===== src/rtl/hazard_ctrl.sv =====
// Hazard, forwarding and stall/flush control for the five-stage core, plus divide sequencing.
// Forwarding/stall/flush are zero-latency combinational; a divide holds ID/EX for DIV_CYCLES+1 cycles.
module hazard_ctrl #(
    parameter int DIV_CYCLES = 32
) (
    input  logic       clk,
    input  logic       resetn,
    input  logic [4:0] rsD,
    input  logic [4:0] rtD,
    input  logic [4:0] rsE,
    input  logic [4:0] rtE,
    input  logic [4:0] writeregE,
    input  logic [4:0] writeregM,
    input  logic [4:0] writeregW,
    input  logic       regwriteE,
    input  logic       regwriteM,
    input  logic       regwriteW,
    input  logic       memtoregE,
    input  logic       memtoregM,
    input  logic       branchD,
    input  logic       div_startE,
    input  logic       exceptM,
    output logic [1:0] forwardAE,
    output logic [1:0] forwardBE,
    output logic       forwardAD,
    output logic       forwardBD,
    output logic       stallF,
    output logic       stallD,
    output logic       stallE,
    output logic       flushD,
    output logic       flushE,
    output logic       flushM,
    output logic       div_busy,
    output logic       div_done
);

    localparam logic [5:0] CNT_LOAD = 6'(DIV_CYCLES - 1);

    typedef enum logic [1:0] {
        S_IDLE = 2'd0,
        S_BUSY = 2'd1,
        S_DONE = 2'd2
    } div_state_t;

    div_state_t state, state_nxt;
    logic [5:0] cnt, cnt_nxt;
    logic       div_stall;

    // Register 0 is hardwired, so a write to it never creates a dependency.
    logic wm_vld, ww_vld, we_vld;
    assign wm_vld = regwriteM && (writeregM != 5'd0);
    assign ww_vld = regwriteW && (writeregW != 5'd0);
    assign we_vld = regwriteE && (writeregE != 5'd0);

    always_comb begin
        forwardAE = 2'b00;
        forwardBE = 2'b00;
        if (wm_vld && writeregM == rsE)      forwardAE = 2'b10;
        else if (ww_vld && writeregW == rsE) forwardAE = 2'b01;
        if (wm_vld && writeregM == rtE)      forwardBE = 2'b10;
        else if (ww_vld && writeregW == rtE) forwardBE = 2'b01;
    end

    assign forwardAD = wm_vld && (writeregM == rsD);
    assign forwardBD = wm_vld && (writeregM == rtD);

    logic e_hits_d, m_load_hits_d, lw_stall, br_stall;
    assign e_hits_d      = we_vld && (writeregE == rsD || writeregE == rtD);
    assign m_load_hits_d = memtoregM && (writeregM != 5'd0) &&
                           (writeregM == rsD || writeregM == rtD);
    assign lw_stall      = memtoregE && e_hits_d;
    assign br_stall      = branchD && (e_hits_d || m_load_hits_d);

    always_ff @(posedge clk or negedge resetn) begin
        if (!resetn) begin
            state <= S_IDLE;
            cnt   <= 6'd0;
        end else begin
            state <= state_nxt;
            cnt   <= cnt_nxt;
        end
    end

    always_comb begin
        state_nxt = state;
        cnt_nxt   = cnt;
        div_stall = 1'b0;
        case (state)
            S_IDLE: begin
                if (div_startE) begin
                    state_nxt = S_BUSY;
                    cnt_nxt   = CNT_LOAD;
                    div_stall = 1'b1;
                end
            end
            S_BUSY: begin
                div_stall = 1'b1;
                if (cnt == 6'd0) state_nxt = S_DONE;
                else             cnt_nxt   = cnt - 6'd1;
            end
            // The divide is still in EX here; ignoring div_startE stops it relaunching.
            S_DONE:  state_nxt = S_IDLE;
            default: state_nxt = S_IDLE;
        endcase
        if (exceptM) begin
            state_nxt = S_IDLE;
            cnt_nxt   = 6'd0;
        end
    end

    assign div_busy = (state == S_BUSY);
    assign div_done = (state == S_DONE);

    // While ID/EX is held by a divide, a bubble must not be injected into it.
    assign stallF = !exceptM && (lw_stall || br_stall || div_stall);
    assign stallD = stallF;
    assign stallE = !exceptM && div_stall;
    assign flushD = exceptM;
    assign flushE = exceptM || (!div_stall && (lw_stall || br_stall));
    assign flushM = exceptM || div_stall;

endmodule


===== config.mk =====
export PLATFORM = sky130hd
export DESIGN_NAME = hazard_ctrl
export DESIGN_NICKNAME = d
export VERILOG_FILES = /design/src/rtl/hazard_ctrl.sv
export SDC_FILE = /design/constraint.sdc
export NUM_CORES = 1
export LEC_CHECK = 0
export ABC_AREA = 1
export CORE_MARGIN = 2
export CORE_UTILIZATION = 41
export DETAILED_ROUTE_END_ITERATION = 8
export PLACE_DENSITY = 0.9
export SYNTH_ARGS = -nofsm -noshare
export SYNTH_HDL_FRONTEND = slang
export SYNTH_SLANG_ARGS = --single-unit

===== constraint.sdc =====
create_clock -name clk -period 1.7 [get_ports clk]
set_clock_uncertainty 0.1 [all_clocks]
set_input_delay 0.17 -clock clk [delete_from_list [all_inputs] [get_ports clk]]
set_output_delay 0.17 -clock clk [all_outputs]
set_load 0.05 [all_outputs]

# [Word level (Yosys, flattened, before mapping)]
# Index checks and enable logic that the tools add are counted.
[word_totals] reg_bits=8 inputBits=45 out_inout_bits=14
[op_classes] n_addsub=1 eq_ne=13 mux=14 reduce_logical=34
[op_table] cell="== test 5 bit" n=8
[op_table] cell="2-to-1 mux 6 bit" n=3
[op_table] cell="logical AND 1 bit" n=17
[op_table] cell="nonzero test 5 bit" n=3
[op_table] cell="one-hot mux 6 bit (2 select lines)" n=1
[op_table] cell="2-to-1 mux 2 bit" n=5
[op_table] cell="logical OR 1 bit" n=7
[op_table] cell="logical NOT 6 bit" n=1
[op_table] cell="inequality test 3 bit, second input constant" n=2
[op_table] cell="subtractor 6 x 1 -> 6 bit, second input constant" n=1
[op_table] cell="one-hot mux 2 bit (2 select lines)" n=1
[op_table] cell="2-to-1 mux 1 bit" n=3
[op_table] cell="inequality test 3 x 2 -> 1 bit, second input constant" n=1
[op_table] cell="AND reduction 3 bit" n=1
[op_table] cell="nonzero test 3 bit" n=1
[op_table] cell="== test 2 x 1 -> 1 bit, second input constant" n=1
[op_table] cell="== test 2 bit, second input constant" n=1
[op_table] cell="logical NOT 1 bit" n=2
[op_table] cell="logical NOT 2 bit" n=1
[op_table] cell="one-hot mux 1 bit (2 select lines)" n=1
[op_table] cell="AND reduction 2 bit" n=1

# [Depth between registers and ports, before layout]
# Gate-level depths: netlist of run 1.
[depth] word_depth=8 ltp_mapped=12 mapped_depth_nobuf=10

# [Least setup slack after synthesis of run 1]
# Ideal clock, no wire load.
[synth_timing] path_kind="register -> output" startpoint="reg state[1]" endpoint="out stallF" t_arrival_ps=1770 t_required_ps=1430 setup_slack_ps=-340 stages_incl_launch_ff=7 path_buffers=1 cell_sequence="dfrtp_1 inv_1 o21ai_2 nor2_2 inv_1 nand2_1 buf_4"
[synth_via] elab_chain_cells=4 elab_cells_between_ends=5
[synth_rtl] element="start, declared" line_no="45" source="div_state_t state, state_nxt;"
[synth_rtl] element="start signal, assigned" line_no="79" source="state <= state_nxt;"
[synth_rtl] element="== test 2 x 1 -> 1 bit or logical NOT 2 bit (tied branches)" line_no="88" source="case (state)"
[synth_rtl] element="one-hot mux 1 bit (2 select lines) *" line_no="88"
[synth_rtl] element="logical OR 1 bit *" line_no="115" source="assign stallF = !exceptM && (lw_stall || br_stall || div_stall);"
[synth_rtl] element="logical AND 1 bit *" line_no="115"
[synth_rtl] element="end, declared" line_no="27" source="output logic stallF,"
# Every way passes the cells marked *; elsewhere a longest branch is shown, timed or not.

# [Worst setup path after layout of run 1]
[layout_timing] startpoint="in regwriteM" endpoint="out forwardAE[0]"
[layout_via] elab_chain_cells=3
[layout_rtl] element="start, declared" line_no="16" source="input logic regwriteM,"
[layout_rtl] element="logical AND 1 bit" line_no="51" source="assign wm_vld = regwriteM && (writeregM != 5'd0);"
[layout_rtl] element="logical AND 1 bit" line_no="58" source="if (wm_vld && writeregM == rsE) forwardAE = 2'b10;"
[layout_rtl] element="2-to-1 mux 2 bit" line_no="58"
[layout_rtl] element="end, declared" line_no="23" source="output logic [1:0] forwardAE,"
# Every way passes these cells.

==> results of run 1 <==
## cells in the final DEF, fill, tap and decap left out, types with 4 or more instances in the layout
| cell type | n |
|---|---|
| clkdlybuf4s50_1 | 6 |
| nor2_1 | 17 |
| nand3_1 | 10 |
| dlygate4sd2_1 | 18 |
| inv_2 | 7 |
| dfrtp_1 | 8 |
| xnor2_1 | 13 |
| buf_12 | 13 |
| clkdlybuf4s15_1 | 4 |
| nor2_2 | 4 |
| nand4_1 | 4 |
| inv_1 | 23 |
| buf_4 | 21 |
| dlymetal6s2s_1 | 5 |
| nand2_1 | 66 |
| o21ai_0 | 4 |
| clkbuf_2 | 7 |
| buf_2 | 4 |
| xor2_1 | 10 |
## layout make-up
class                   instances  area, sq um
flip-flops and latches          8          200
repair buffers                 78          793
inverters                      30          113
well taps                      31         38.8
fillers                       208          679
clock buffers                   3         22.5
multi-input cells             155          911
## cell families after synthesis
kind of cell,Yosys count,synth area share
adder cells (fa/ha/maj),2,0.0209
AND/OR/NAND/NOR,115,0.441
AO/OA/AOI/OAI,12,0.0605
flip-flops,8,0.167
XOR/XNOR,26,0.190
buffers and inverters,35,0.121
## repair_timing
item | CTS | global route
resized for setup | 46 | 35
pin swaps | 15 | 16
buffers inserted | 1 | 3
setup endpoints to repair | 9 | 11
## synthesized netlist by cell type
cell type	number	area, sq um
dfrtp_1	8	200
buf_4	3	22.5
nor3_1	3	15.0
nand3_2	1	10.0
nand2_1	67	251
nand3_1	10	50.1
a21oi_1	1	5.00
nor3_4	1	16.3
nor2_2	3	18.8
a21oi_2	1	8.76
nor4_4	2	42.5
o21ai_1	2	10.0
buf_2	1	5.00
xnor2_1	14	123
inv_2	3	11.3
o21bai_1	1	7.51
nand4_1	4	25.0
xor2_1	12	105
o21ai_2	1	8.76
nand3b_1	1	7.51
o31ai_1	1	7.51
clkbuf_2	1	5.00
or2_2	1	6.26
nor2_1	21	78.8
inv_1	27	101
nand2_2	1	6.26
ha_1	2	25.0
o21ai_0	5	25.0
## critical path, stage by stage
cell and delay, ps:
clkdlybuf4s50_1 500, nand2_2 130, nor4_4 230, buf_4 180, nor2_4 50, buf_12 140
## routing by layer
layer / global-route usage / vias to the layer above / wire (microns)
li1: - / 757 / -
met1: 0.297 / 710 / 1630
met2: 0.464 / 64 / 2140
met3: 0.0379 / 10 / 205
met4: 0.0997 / 0 / 89
met5: 0 / - / 0
## power by group through the flow
stage | logic (mW) | registers [mW] | clock network [mW]
2_1_floorplan | 0.311 | 0.233 | 0
3_3_place_gp | 0.565 | 0.237 | 0
3_5_place_dp | 0.583 | 0.238 | 0
4_1_cts | 0.565 | 0.236 | 0.155
5_1_grt | 0.619 | 0.239 | 0.172
6_report | 0.572 | 0.237 | 0.150
## sequential cells by signal (all words and copies together), names as in the netlist
register,cells
state,2
cnt,6
## per-stage QoR
stage,TNS [ps],std cells,setup slack [ps],utilization,instance area (sq um)
3_5_place_dp,-2430,298,-310,0.748,2060
4_1_cts,0,302,3.55,0.755,2080
5_1_grt,-0.515,305,-0.515,0.754,2080
2_1_floorplan,-3.02,198,-3.02,-,1240
6_report,0,305,37.1,0.754,2080
3_3_place_gp,-2370,298,-292,0.748,2060
## final timing paths
check / endpoint / from / depth (start not counted) / slack, ps
min: state[0]$_DFFE_PN0P_ / resetn / 1 / 80
max: forwardAE[0] / regwriteM / 6 / 40
min reg2reg: cnt[5]$_DFFE_PN0P_ / cnt[5]$_DFFE_PN0P_ / 2 / 470
max reg2reg: cnt[0]$_DFFE_PN0P_ / cnt[1]$_DFFE_PN0P_ / 7 / 170
max in group asynchronous: cnt[2]$_DFFE_PN0P_ / resetn / 1 / 1150
min in group clk: state[0]$_DFFE_PN0P_ / exceptM / 4 / 400
==> flow_summary.json, run 1 <==
{
  "clk_pin_slew_ps": 60,
  "p_sw_frac": 0.423,
  "diodes": 0,
  "syn_inst": 198,
  "critPathLaunchType": "input port",
  "required_ps": 1430,
  "dieWidth_microns": 58.1,
  "cts_hold_buf": 0,
  "yosysWarnings": 0,
  "finalHoldViolations": 0,
  "drcViolationCount": 0,
  "post_drt_wl_per_cell_microns": 13.3,
  "synth_area_per_cell_sq_um": 6.05,
  "dieArea_sq_um": 3370,
  "tightest_slew_ps": 360,
  "grt_max_degree": 9,
  "end_kind": "output pin",
  "cts_tree": "done",
  "p_leak_nw": 1.13,
  "min_period_ps": 1660,
  "track_usage": 0.255,
  "grt_pass1_wl_mm": 6.47,
  "fin_total_pwr_mw": 0.960,
  "syn_area_sq_um": 1200,
  "antenna_found_initial": 0,
  "finalMaxSlewViolations": 0,
  "vdd_drop_max_uv": 519,
  "power.density_nw_per_um2": 462,
  "whs_ps": 81.8,
  "overflow": 0,
  "root_buffer": "clkbuf_4",
  "cts.sinks": 8,
  "start_util": 0.435,
  "coreArea_sq_um": 2760,
  "row_count": 19,
  "clock.fmax_mhz": 601,
  "drv_cap": 0,
  "ant_nets": 0,
  "worstSetupPathType": "in2out",
  "first_pass_iters": 4,
  "finalSetupViolCount": 0,
  "cts_buffer_depth": 2,
  "cts_max_level": 1,
  "clock_latency_ps": 260,
  "via_per_inst": 5.05,
  "io_buffer_count": 58,
  "io_pins": 59,
  "cp.arrival_ps": 1390,
  "seqPwrFrac": 0.247,
  "switchingPower_mw": 0.406,
  "wirelength_mm": 4.07,
  "cts_made_buffers": 3,
  "gp_congestion": 0.895,
  "syn-num-nets": 245,
  "synth_seq_cells": 8,
  "grt_pass1_vias": 1448,
  "synth_seq_area_share": 0.167,
  "status": "finished clean",
  "finalNetCount": 323,
  "slew_headroom": 0.760,
  "fp.dieH_microns": 58.1,
  "drt_iter0_drc": 72,
  "dp_hpwl_mm": 3.48,
  "p_clk_frac": 0.157,
  "period_share": 0.978,
  "hp-class": "in2async",
  "syn_to_final_growth_pct": 73.4,
  "critical_path_peak_fanout": 3,
  "synth.distinct_cells": 28,
  "drive_gt1_frac": 0.270,
  "p_int_mw": 0.554,
  "p_comb_frac": 0.596,
  "vias": 1541
}
(Power assumes the default switching activity.)
==> run 2: changes to the inputs <==
--- a/config.mk
+++ b/config.mk
@@ -13,3 +13,4 @@
 export SYNTH_ARGS = -nofsm -noshare
 export SYNTH_HDL_FRONTEND = slang
 export SYNTH_SLANG_ARGS = --single-unit
+export TNS_END_PERCENT = 5
==> flow_summary.json, run 2 (same netlist as run 1, synthesis figures left out) <==
{
  "status": "complete, but fails checks",
  "violations": "setup timing",
  "dieWidth_microns": 58.1,
  "multi_input_area_sq_um": 901,
  "crit_start": "rsE[0]",
  "drcViolationCount": 0,
  "start_util": 0.435,
  "timing.final.ws_setup_ps": -33.0,
  "fillers": 206,
  "wirelength_mm": 4.05,
  "cp_top_family": "simple AND/OR/NAND/NOR gates",
  "hp-class": "in2async",
  "fp.dieH_microns": 58.1,
  "finalHoldViolations": 0,
  "reg_top3": "cnt x6, state x2",
  "grt_pass1_wl_mm": 6.47,
  "via_per_inst": 5.09,
  "worstSetupPathType": "in2out",
  "cts_max_level": 1,
  "final_cell_mix": "nand2_1 (66), dlygate4sd2_1 (27), inv_1 (26), nor2_1 (18), buf_4 (18)",
  "crit_chain": "dlygate4sd2_1 -> buf_4 -> xor2_1 -> nor3_1 -> nand4_1 -> nor2_4 -> buf_12",
  "fin_setup_tns_ps": -33.0,
  "overflow": 0,
  "finalMaxSlewViolations": 0,
  "coreArea_sq_um": 2760,
  "tightest_slew_ps": 358,
  "r2r_end": "cnt[0]$_DFFE_PN0P_",
  "rr_worst_depth": 7,
  "slowest_stage": "dlygate4sd2_1",
  "grt_pass1_vias": 1448,
  "cts.sinks": 8,
  "critPathLaunchType": "input port",
  "clock.fmax_mhz": 577,
  "ant_nets": 0,
  "finalNetCount": 320,
  "syn_to_final_growth_pct": 73.7,
  "top_register": "cnt",
  "min_period_ps": 1730,
  "reg2reg_slack_ps": 180,
  "cts_buffer_depth": 2,
  "largest_reg_flops": 6,
  "post_drt_wl_per_cell_microns": 13.4,
  "io_buffer_count": 58,
  "clk_pin_slew_ps": 60,
  "period_share": 1.02,
  "root_buffer": "clkbuf_4",
  "diodes": 0,
  "cts_made_buffers": 3,
  "drive_gt1_frac": 0.221,
  "p_leak_nw": 1.10,
  "track_usage": 0.255,
  "io_pins": 59,
  "power.density_nw_per_um2": 460,
  "critical_path_peak_fanout": 2,
  "slew_headroom": 0.761,
  "final-seq-area_sq_um": 200,
  "whs_ps": 80.7,
  "vdd_drop_max_uv": 494,
  "finalSetupViolCount": 1,
  "cp_num_buf_inv": 3,
  "dp_hpwl_mm": 3.48,
  "drt_iter0_drc": 59,
  "required_ps": 1430,
  "cts_tree": "done",
  "cp.arrival_ps": 1460,
  "row_count": 19,
  "vias": 1538,
  "crit_path_max_incr_delay_ps": 250,
  "dieArea_sq_um": 3370,
  "clock_latency_ps": 260,
  "r2r-start": "cnt[0]$_DFFE_PN0P_",
  "final_common_cell": "nand2_1",
  "antenna_found_initial": 0,
  "end_kind": "output pin",
  "grt_max_degree": 9,
  "rsz0062_at_grt": "yes",
  "gp_congestion": 0.895,
  "drv_cap": 0,
  "first_pass_iters": 4
}
[run 2: how the worst max path moves through the flow]
stage	end	slack (ps)	cells past startpoint
5_1_grt	forwardAE[0]	-110	7
3_3_place_gp	stallF	-290	12
2_1_floorplan	stallF	-3	6
4_1_cts	stallF	4	5
3_5_place_dp	stallF	-310	12
6_report	forwardAE[0]	-30	7
[run 2: routing by layer]
metal | global-route usage | routed length [microns] | vias up
li1 | - | - | 749
met1 | 0.297 | 1590 | 708
met2 | 0.464 | 2130 | 66
met3 | 0.0379 | 212 | 15
met4 | 0.0997 | 121 | 0
met5 | 0 | 0 | -
[run 2: worst register-to-register path: stages (launching register included)]
cell	delay [ps]
dfrtp_1	370
inv_1	130
ha_1	180
nand3_2	110
nor3_4	210
nor2_2	100
o21ai_0	80
o21ai_0	110
[run 2: through the flow]
step	instances	utilization	power [mW]	setup slack [ps]	area (sq um)
after floorplan	198	-	0.544	-3.02	1240
final	302	0.755	0.957	-33.0	2080
after global placement	298	0.748	0.801	-292	2060
after CTS	302	0.755	0.955	3.55	2080
after global routing	302	0.755	1.02	-107	2080
after detailed placement	298	0.748	0.821	-310	2060
[run 2: repair_timing]
item,in CTS,in global routing
buffers inserted,1,0
gates resized for setup,46,5
hold buffers,0,0
pin swaps,15,4
endpoints found under the setup margin,9,11
hold endpoints to repair,0,0
[run 2: area by class of cell]
class                           instances  share of cell area
Clock buffer                            3              0.0108
Timing Repair Buffer                   75               0.388
Inverter                               30              0.0541
Tap cell                               31              0.0186
Sequential cell                         8              0.0962
Multi-Input combinational cell        155               0.433
[run 2: power by group]
| group | switching, mW | internal (mW) |
|---|---|---|
| clock | 0.0711 | 0.0812 |
| sequential | 0.0223 | 0.213 |
| combinational | 0.310 | 0.258 |
==> run 3: changes to the inputs <==
--- a/config.mk
+++ b/config.mk
@@ -10,6 +10,7 @@
 export CORE_UTILIZATION = 41
 export DETAILED_ROUTE_END_ITERATION = 8
 export PLACE_DENSITY = 0.9
+export RECOVER_POWER = 25
 export SYNTH_ARGS = -nofsm -noshare
 export SYNTH_HDL_FRONTEND = slang
 export SYNTH_SLANG_ARGS = --single-unit
==> flow_summary.json, run 3 (same netlist as run 1, synthesis figures left out) <==
{
  "end_kind": "output pin",
  "power.density_nw_per_um2": 459,
  "reg_top3": "cnt x6, state x2",
  "fp.dieH_microns": 58.1,
  "reg2reg_slack_ps": 180,
  "final-seq-area_sq_um": 200,
  "busiest_layer": "met2",
  "crit_chain": "dlygate4sd2_1 -> buf_4 -> xor2_1 -> nor3_1 -> nand4_1 -> nor2_4 -> buf_12",
  "largest_reg_flops": 6,
  "final_common_cell": "nand2_1",
  "fillers": 206,
  "clk_pin_slew_ps": 60,
  "syn_to_final_growth_pct": 73.7,
  "crit_path_max_incr_delay_ps": 250,
  "violations": "setup timing",
  "root_buffer": "clkbuf_4",
  "finalNetCount": 320,
  "cts_buffer_depth": 2,
  "final_cell_mix": "nand2_1 (66), dlygate4sd2_1 (27), inv_1 (26), nor2_1 (18), buf_4 (18)",
  "io_pins": 59,
  "post_drt_wl_per_cell_microns": 13.4,
  "final_util": 0.755,
  "r2r_end": "cnt[0]$_DFFE_PN0P_",
  "vias": 1538,
  "drv_cap": 0,
  "finalNonFillerCells": 302,
  "dp_hpwl_mm": 3.48,
  "diodes": 0,
  "timing.final.ws_setup_ps": -33.0,
  "drt_iter0_drc": 59,
  "worstSetupPathType": "in2out",
  "drcViolationCount": 0,
  "cp.arrival_ps": 1460,
  "cts_max_level": 1,
  "min_period_ps": 1730,
  "drive_gt1_frac": 0.221,
  "status": "complete, but fails checks",
  "cts_hold_buf": 0,
  "hp-class": "in2async",
  "overflow": 0,
  "first_pass_iters": 4,
  "dp.cells": 298,
  "grt_max_degree": 9,
  "grt_pass1_wl_mm": 6.47,
  "cts.sinks": 8,
  "start_util": 0.435,
  "track_usage": 0.255,
  "critPathLaunchType": "input port",
  "dieWidth_microns": 58.1,
  "cp_top_family": "simple AND/OR/NAND/NOR gates",
  "slowest_stage": "dlygate4sd2_1",
  "ant_nets": 0,
  "clock_latency_ps": 260,
  "row_count": 19,
  "coreArea_sq_um": 2760,
  "p_leak_nw": 1.10,
  "via_per_inst": 5.09,
  "required_ps": 1430,
  "critical_path_peak_fanout": 2,
  "cts_made_buffers": 3,
  "r2r-start": "cnt[0]$_DFFE_PN0P_",
  "wirelength_mm": 4.05,
  "tightest_slew_ps": 363,
  "antenna_found_initial": 0,
  "grt_pass1_vias": 1448,
  "top_register": "cnt",
  "finalHoldViolations": 0,
  "gp_congestion": 0.895,
  "finalSetupViolCount": 1,
  "clock.fmax_mhz": 577,
  "rr_worst_depth": 7,
  "slew_headroom": 0.757,
  "period_share": 1.02,
  "rsz0062_at_grt": "yes",
  "use_met3": 0.0379,
  "grtUsageMet1": 0.297,
  "cp_num_buf_inv": 3,
  "cts_tree": "done",
  "use_met2": 0.464,
  "io_buffer_count": 58,
  "dieArea_sq_um": 3370,
  "multi_input_area_sq_um": 901,
  "vdd_drop_max_uv": 494,
  "finalMaxSlewViolations": 0
}
[run 3: final cells by class]
type,count,area share
sequential,8,0.0962
multi-input combinational,155,0.433
clock buffer,3,0.0108
timing repair buffer,75,0.388
inverter,30,0.0541
tap,31,0.0186
[run 3: metrics by stage]
stage	hold WS (ps)	instance area [sq um]	TNS (ps)	setup WS [ps]	power [mW]
after floorplan	-226	1240	-3.02	-3.02	0.544
after global placement	363	2060	-2370	-292	0.801
after detailed placement	370	2060	-2430	-310	0.821
after CTS	91.0	2080	0	3.55	0.955
after global routing	150	2080	-311	-107	1.02
final	151	2080	-33.0	-33.0	0.956
[run 3: timing repair]
| action | CTS | global route |
|---|---|---|
| setup buffers | 1 | 0 |
| pin swaps | 15 | 4 |
| resized for setup | 46 | 5 |
| endpoints found under the setup margin | 9 | 11 |
| gates cloned | 0 | 0 |
[run 3: layer usage]
| metal | wire length, microns | up-vias |
|---|---|---|
| met5 | 0 | - |
| met4 | 121 | 0 |
| met2 | 2130 | 66 |
| li1 | - | 749 |
| met3 | 211 | 15 |
| met1 | 1590 | 708 |
[run 3: worst max path at each step]
| stage | from | endpoint | cells after the start |
|---|---|---|---|
| 3_5_place_dp | writeregM[2] | stallF | 12 |
| 3_3_place_gp | writeregM[2] | stallF | 12 |
| 4_1_cts | exceptM | stallF | 5 |
| 2_1_floorplan | state[1]$_DFFE_PN0P_ | stallF | 6 |
| 5_1_grt | rsE[0] | forwardAE[0] | 7 |
| 6_report | rsE[0] | forwardAE[0] | 7 |
[run 3: report_power, final]
| part | internal (mW) | total, mW | switching, mW |
|---|---|---|---|
| Combinational | 0.258 | 0.568 | 0.310 |
| Sequential | 0.213 | 0.236 | 0.0223 |
| Clock | 0.0812 | 0.152 | 0.0711 |
| Total | 0.552 | 0.956 | 0.404 |
==> variant 1: new RTL, flow settings as in run 3 <==
Make the reset (`resetn`) synchronous in one clocked block.
--- a/src/rtl/hazard_ctrl.sv
+++ b/src/rtl/hazard_ctrl.sv
@@ -71,7 +71,7 @@
     assign lw_stall      = memtoregE && e_hits_d;
     assign br_stall      = branchD && (e_hits_d || m_load_hits_d);
 
-    always_ff @(posedge clk or negedge resetn) begin
+    always_ff @(posedge clk) begin
         if (!resetn) begin
             state <= S_IDLE;
             cnt   <= 6'd0;
Function: differs if resetn is asserted again (counterexample within 4 cycles, from zero or initial values and one cycle with resetn low); with resetn held inactive, the same outputs for 10 cycles.
==> variant 1 against run 3 <==
  * The flow finishes with violations (design-rule violations)
  * Register-to-register slack worse by 50 ps
  * Design area is 0.90% higher
  * Synthesized area is 3.1% higher
  * Total power is 9.0% lower
  * Critical path depth is 5 higher
  * Sequential cell count stayed put
  * Wire length is 8.3% higher
  * Worst setup slack better by 37 ps
  * Critical path type unchanged
  * Highest routed layer unchanged
==> variant 1: results <==
[outcome]
status = finished with violations
violations = design-rule violations

[routing]
drc = 3
drtIter0Drc = 84
dr.pass1.iters = 6
dr_total_vias = 1569
wl_per_cell_um = 14.0
via_per_inst = 5.01

[worst_hold_path]
hold_path.class = flip-flop to flip-flop

[synth]
synth_cell_type_count = 27
synth_edf_count = 0
postSynth.asyncResetShare = 0
synthFlopType = dfxtp_1
ys_seq_area_frac = 0.130
synth_cells = 209
synthTopCellsByArea = nand2_1, dfxtp_1, xnor2_1
synth_nets = 256
synthTopCellsByCount = nand2_1, inv_1, nor2_1
yosysWarnings = 0

[placed_design]
dpl.hpwl_um = 3320
place_ws_ps = -411
port_buffers = 58
placed_cells = 306
place_congestion = 1.00
place_area_um2 = 2070

[global_route]
antenna_found_initial = 1
grt_pass1_wl_um = 6630
grt.total_usage = 0.250
grt_max_degree = 9

[run]
cap_violations = 0

[layout]
reg.largest.list = cnt: 6 flops, state: 2 flops
drive_gt1_frac = 0.278
nets = 330
num-fill-cells = 215

[power_and_ir_drop]
leakage_nw = 1.07
ir_drop_v = 0.000632
p_sw_frac = 0.411

[clocking]
h-tree-depth = 1
clkTransAtPathRegs_ps = 60
cts_buffers = 3
cts_root_buffer = clkbuf_4

[worst_setup_path]
path_max_fanout = 3
worstPathArrival_ps = 1430
slowest_stage = clkdlybuf4s15_1
max_stage_delay_ps = 240

[sta]
slew_headroom = 0.731
[variant 1: worst paths after layout]
kind / startpoint / to / slack [ps] / cells past startpoint
max reg2reg: state[0] / cnt[1] / 130 / 9
min: cnt[0] / cnt[0] / 400 / 2
min reg2reg: cnt[0] / cnt[0] / 400 / 2
max: rsD[0] / stallD / 4 / 12
[variant 1: power groups by stage]
stage / combinational, mW / clock (mW) / sequential, mW
after floorplan: 0.287 / 0 / 0.207
after global placement: 0.510 / 0 / 0.208
after detailed placement: 0.524 / 0 / 0.209
after CTS: 0.515 / 0.150 / 0.205
after global routing: 0.557 / 0.161 / 0.206
final: 0.518 / 0.147 / 0.205
[variant 1: layout make-up]
cell class                      instances  area [µm²]  area share
Tap cell                               31        38.8      0.0185
Antenna cell                            1        2.50     0.00119
Clock buffer                            3        22.5      0.0107
Timing Repair Buffer                   76         771       0.367
Inverter                               36         140      0.0667
Multi-Input combinational cell        158         963       0.459
Sequential cell                         8         163      0.0774
[variant 1: layer usage]
metal,share of wire,vias to the layer above,track usage
met5,0,-,0
met4,0.048,0,0.127
met3,0.051,19,0.0308
met2,0.50,70,0.444
met1,0.40,702,0.291
li1,-,778,-
[variant 1: cell families after synthesis]
family	count (synthesis)	synth area share
compound gates	12	0.0536
xor+xnor	27	0.191
fa+ha+maj	2	0.0202
buf+inv	43	0.156
flops	8	0.130
simple gates	117	0.449
[variant 1: what timing repair did]
item / CTS / global route
resized for setup: 53 / 26
pin swaps: 13 / 15
buffers inserted: 3 / 0
endpoints found under the setup margin: 9 / 8
[variant 1: through the flow]
step	TNS [ps]	total power [mW]	util
after floorplan	-275	0.494	-
after global placement	-2330	0.719	0.738
after detailed placement	-3080	0.733	0.738
after CTS	-8.59	0.870	0.763
after global routing	-81.9	0.924	0.749
final	0	0.870	0.749
[variant 1: worst max-delay path: cells and delay by family]
kind	cells	cell delay, ps
AND/OR/NAND/NOR	9	780
buffers and inverters	3	480
==> variant 2: new RTL, flow settings as in run 3 <==
Without the edit above. The parameter `DIV_CYCLES` goes from 32 to 16.
--- a/src/rtl/hazard_ctrl.sv
+++ b/src/rtl/hazard_ctrl.sv
@@ -1,7 +1,7 @@
 // Hazard, forwarding and stall/flush control for the five-stage core, plus divide sequencing.
 // Forwarding/stall/flush are zero-latency combinational; a divide holds ID/EX for DIV_CYCLES+1 cycles.
 module hazard_ctrl #(
-    parameter int DIV_CYCLES = 32
+    parameter int DIV_CYCLES = 16
 ) (
     input  logic       clk,
     input  logic       resetn,
Formal check against the unedited RTL: no difference found for any inputs over 10 cycles, from zero or initial values and one cycle with resetn low; that may be too few to reach the edited logic, so the function may still have changed.
==> variant 2 against run 3 <==
  * Sequential share of layout area fell by 0.19 points
  * Total power rose by 7.1%
  * The flow still finishes with violations (negative setup slack)
  * Design area increased by 2.0%
  * Wire length is 10% higher
  * Count of clock-buffer cells in the layout unchanged
  * Largest power group unchanged
  * Highest routed layer unchanged
  * Critical path type unchanged
  * Worst setup slack better by 23 ps
  * Synthesized area down 0.10%
  * Sequential cell count did not move
==> variant 2: results <==
[worst_setup_path]
max_stage_delay_ps = 250
path_max_fanout = 3
slowest_stage = dlygate4sd2_1
worstPathArrival_ps = 1440
reg2reg_slack_ps = 110
crit_type = input port to primary output

[routing]
dr_total_vias = 1560
wl_met3_um = 219
dr_wl_met2_um = 2350
drtIter0Drc = 97
dr.pass1.iters = 5
wirelength_um = 4450
wl_met1_um = 1860

[synth]
syn_avg_cell_area_um2 = 6.05
synthTopCellsByArea = nand2_1, dfrtp_1, inv_1
postSynth.asyncResetShare = 1.00
yosysWarnings = 0
synthTopCellsByCount = nand2_1, inv_1, nor2_1
synth_nets = 245
ys_seq_area_frac = 0.167
synth_cell_type_count = 26
synthFlopType = dfrtp_1

[clocking]
cts_setup_buffers = 2
clock_latency_ps = 260
cts_resized = 51
cts_root_buffer = clkbuf_4
h-tree-depth = 1

[layout]
nets = 322
num-fill-cells = 186
antenna_cells = 0
drive_gt1_frac = 0.267
layout.cells.non_filler = 304

[sta]
worst_pin_slew_ps = 379
setup_slack_ps = -9.79
tns_ps = -29.0
setup_violations = 3

[placed_design]
dpl.hpwl_um = 3280
place_congestion = 0.909
place_area_um2 = 2020

[power_and_ir_drop]
leakage_nw = 1.13
ir_drop_v = 0.000596

[global_route]
met3_usage = 0.0179
grt.total_usage = 0.256
use_met1 = 0.324
grt_pass1_wl_um = 6670
grt_max_degree = 10
first_global_vias = 1516
met2_usage = 0.461
antenna_found_initial = 0

[outcome]
violations = negative setup slack
status = finished with violations
==> variant 2: changes by cell type in the layout (fill, tap and decap cells not counted), sizes merged, moves of 2 or more <==
cell and change:
nor2 +3, inv +6, o22ai +3, buf +6, nand2 -11, o21ai -2, nand4 +2, clkdlybuf4s15 -2
dlygate4sd2 -2
==> variant 2: power breakdown <==
part           leakage [nW]  switching, mW  internal [mW]
Clock                0.0138         0.0705         0.0812
Combinational          1.01          0.358          0.280
Sequential            0.104         0.0202          0.214
Total                  1.13          0.449          0.575
==> variant 2: kinds of logic (layout without fill, tap and decap cells) <==
family                   Yosys count  count (layout)  share of synthesized area
AND/OR/NAND/NOR                  107             107                      0.411
buffers and inverters             41             116                      0.140
XOR/XNOR                          27              27                      0.197
AO/OA/AOI/OAI                     13              13                     0.0637
flip-flops                         8               8                      0.167
adder cells (fa/ha/maj)            2               2                     0.0209
==> variant 2: per-stage QoR <==
step / hold WS [ps] / utilization / setup slack [ps]
after floorplan: -226 / - / -14.6
after global placement: 365 / 0.733 / -286
after detailed placement: 376 / 0.733 / -373
after CTS: 100 / 0.752 / 8.28
after global routing: 193 / 0.770 / -83.1
final: 164 / 0.770 / -9.79
==> variant 2: path summary, 6_finish.rpt <==
| path | endpoint | start | cells after the start |
|---|---|---|---|
| worst max-delay path | stallD | rtD[2] | 12 |
| worst min-delay path | cnt[4] | resetn | 1 |
| worst max register to register | cnt[2] | cnt[0] | 7 |
| worst min register to register | cnt[3] | cnt[3] | 2 |
| max in group asynchronous | cnt[0] | resetn | 1 |
| min in group clk | cnt[3] | cnt[3] | 2 |
==> variant 2: cell type report <==
class / count / share of cell area
clock buffers: 3 / 0.0106
inverters: 36 / 0.0636
multi-input cells: 149 / 0.446
flip-flops and latches: 8 / 0.0942
well taps: 31 / 0.0183
repair buffers: 77 / 0.367
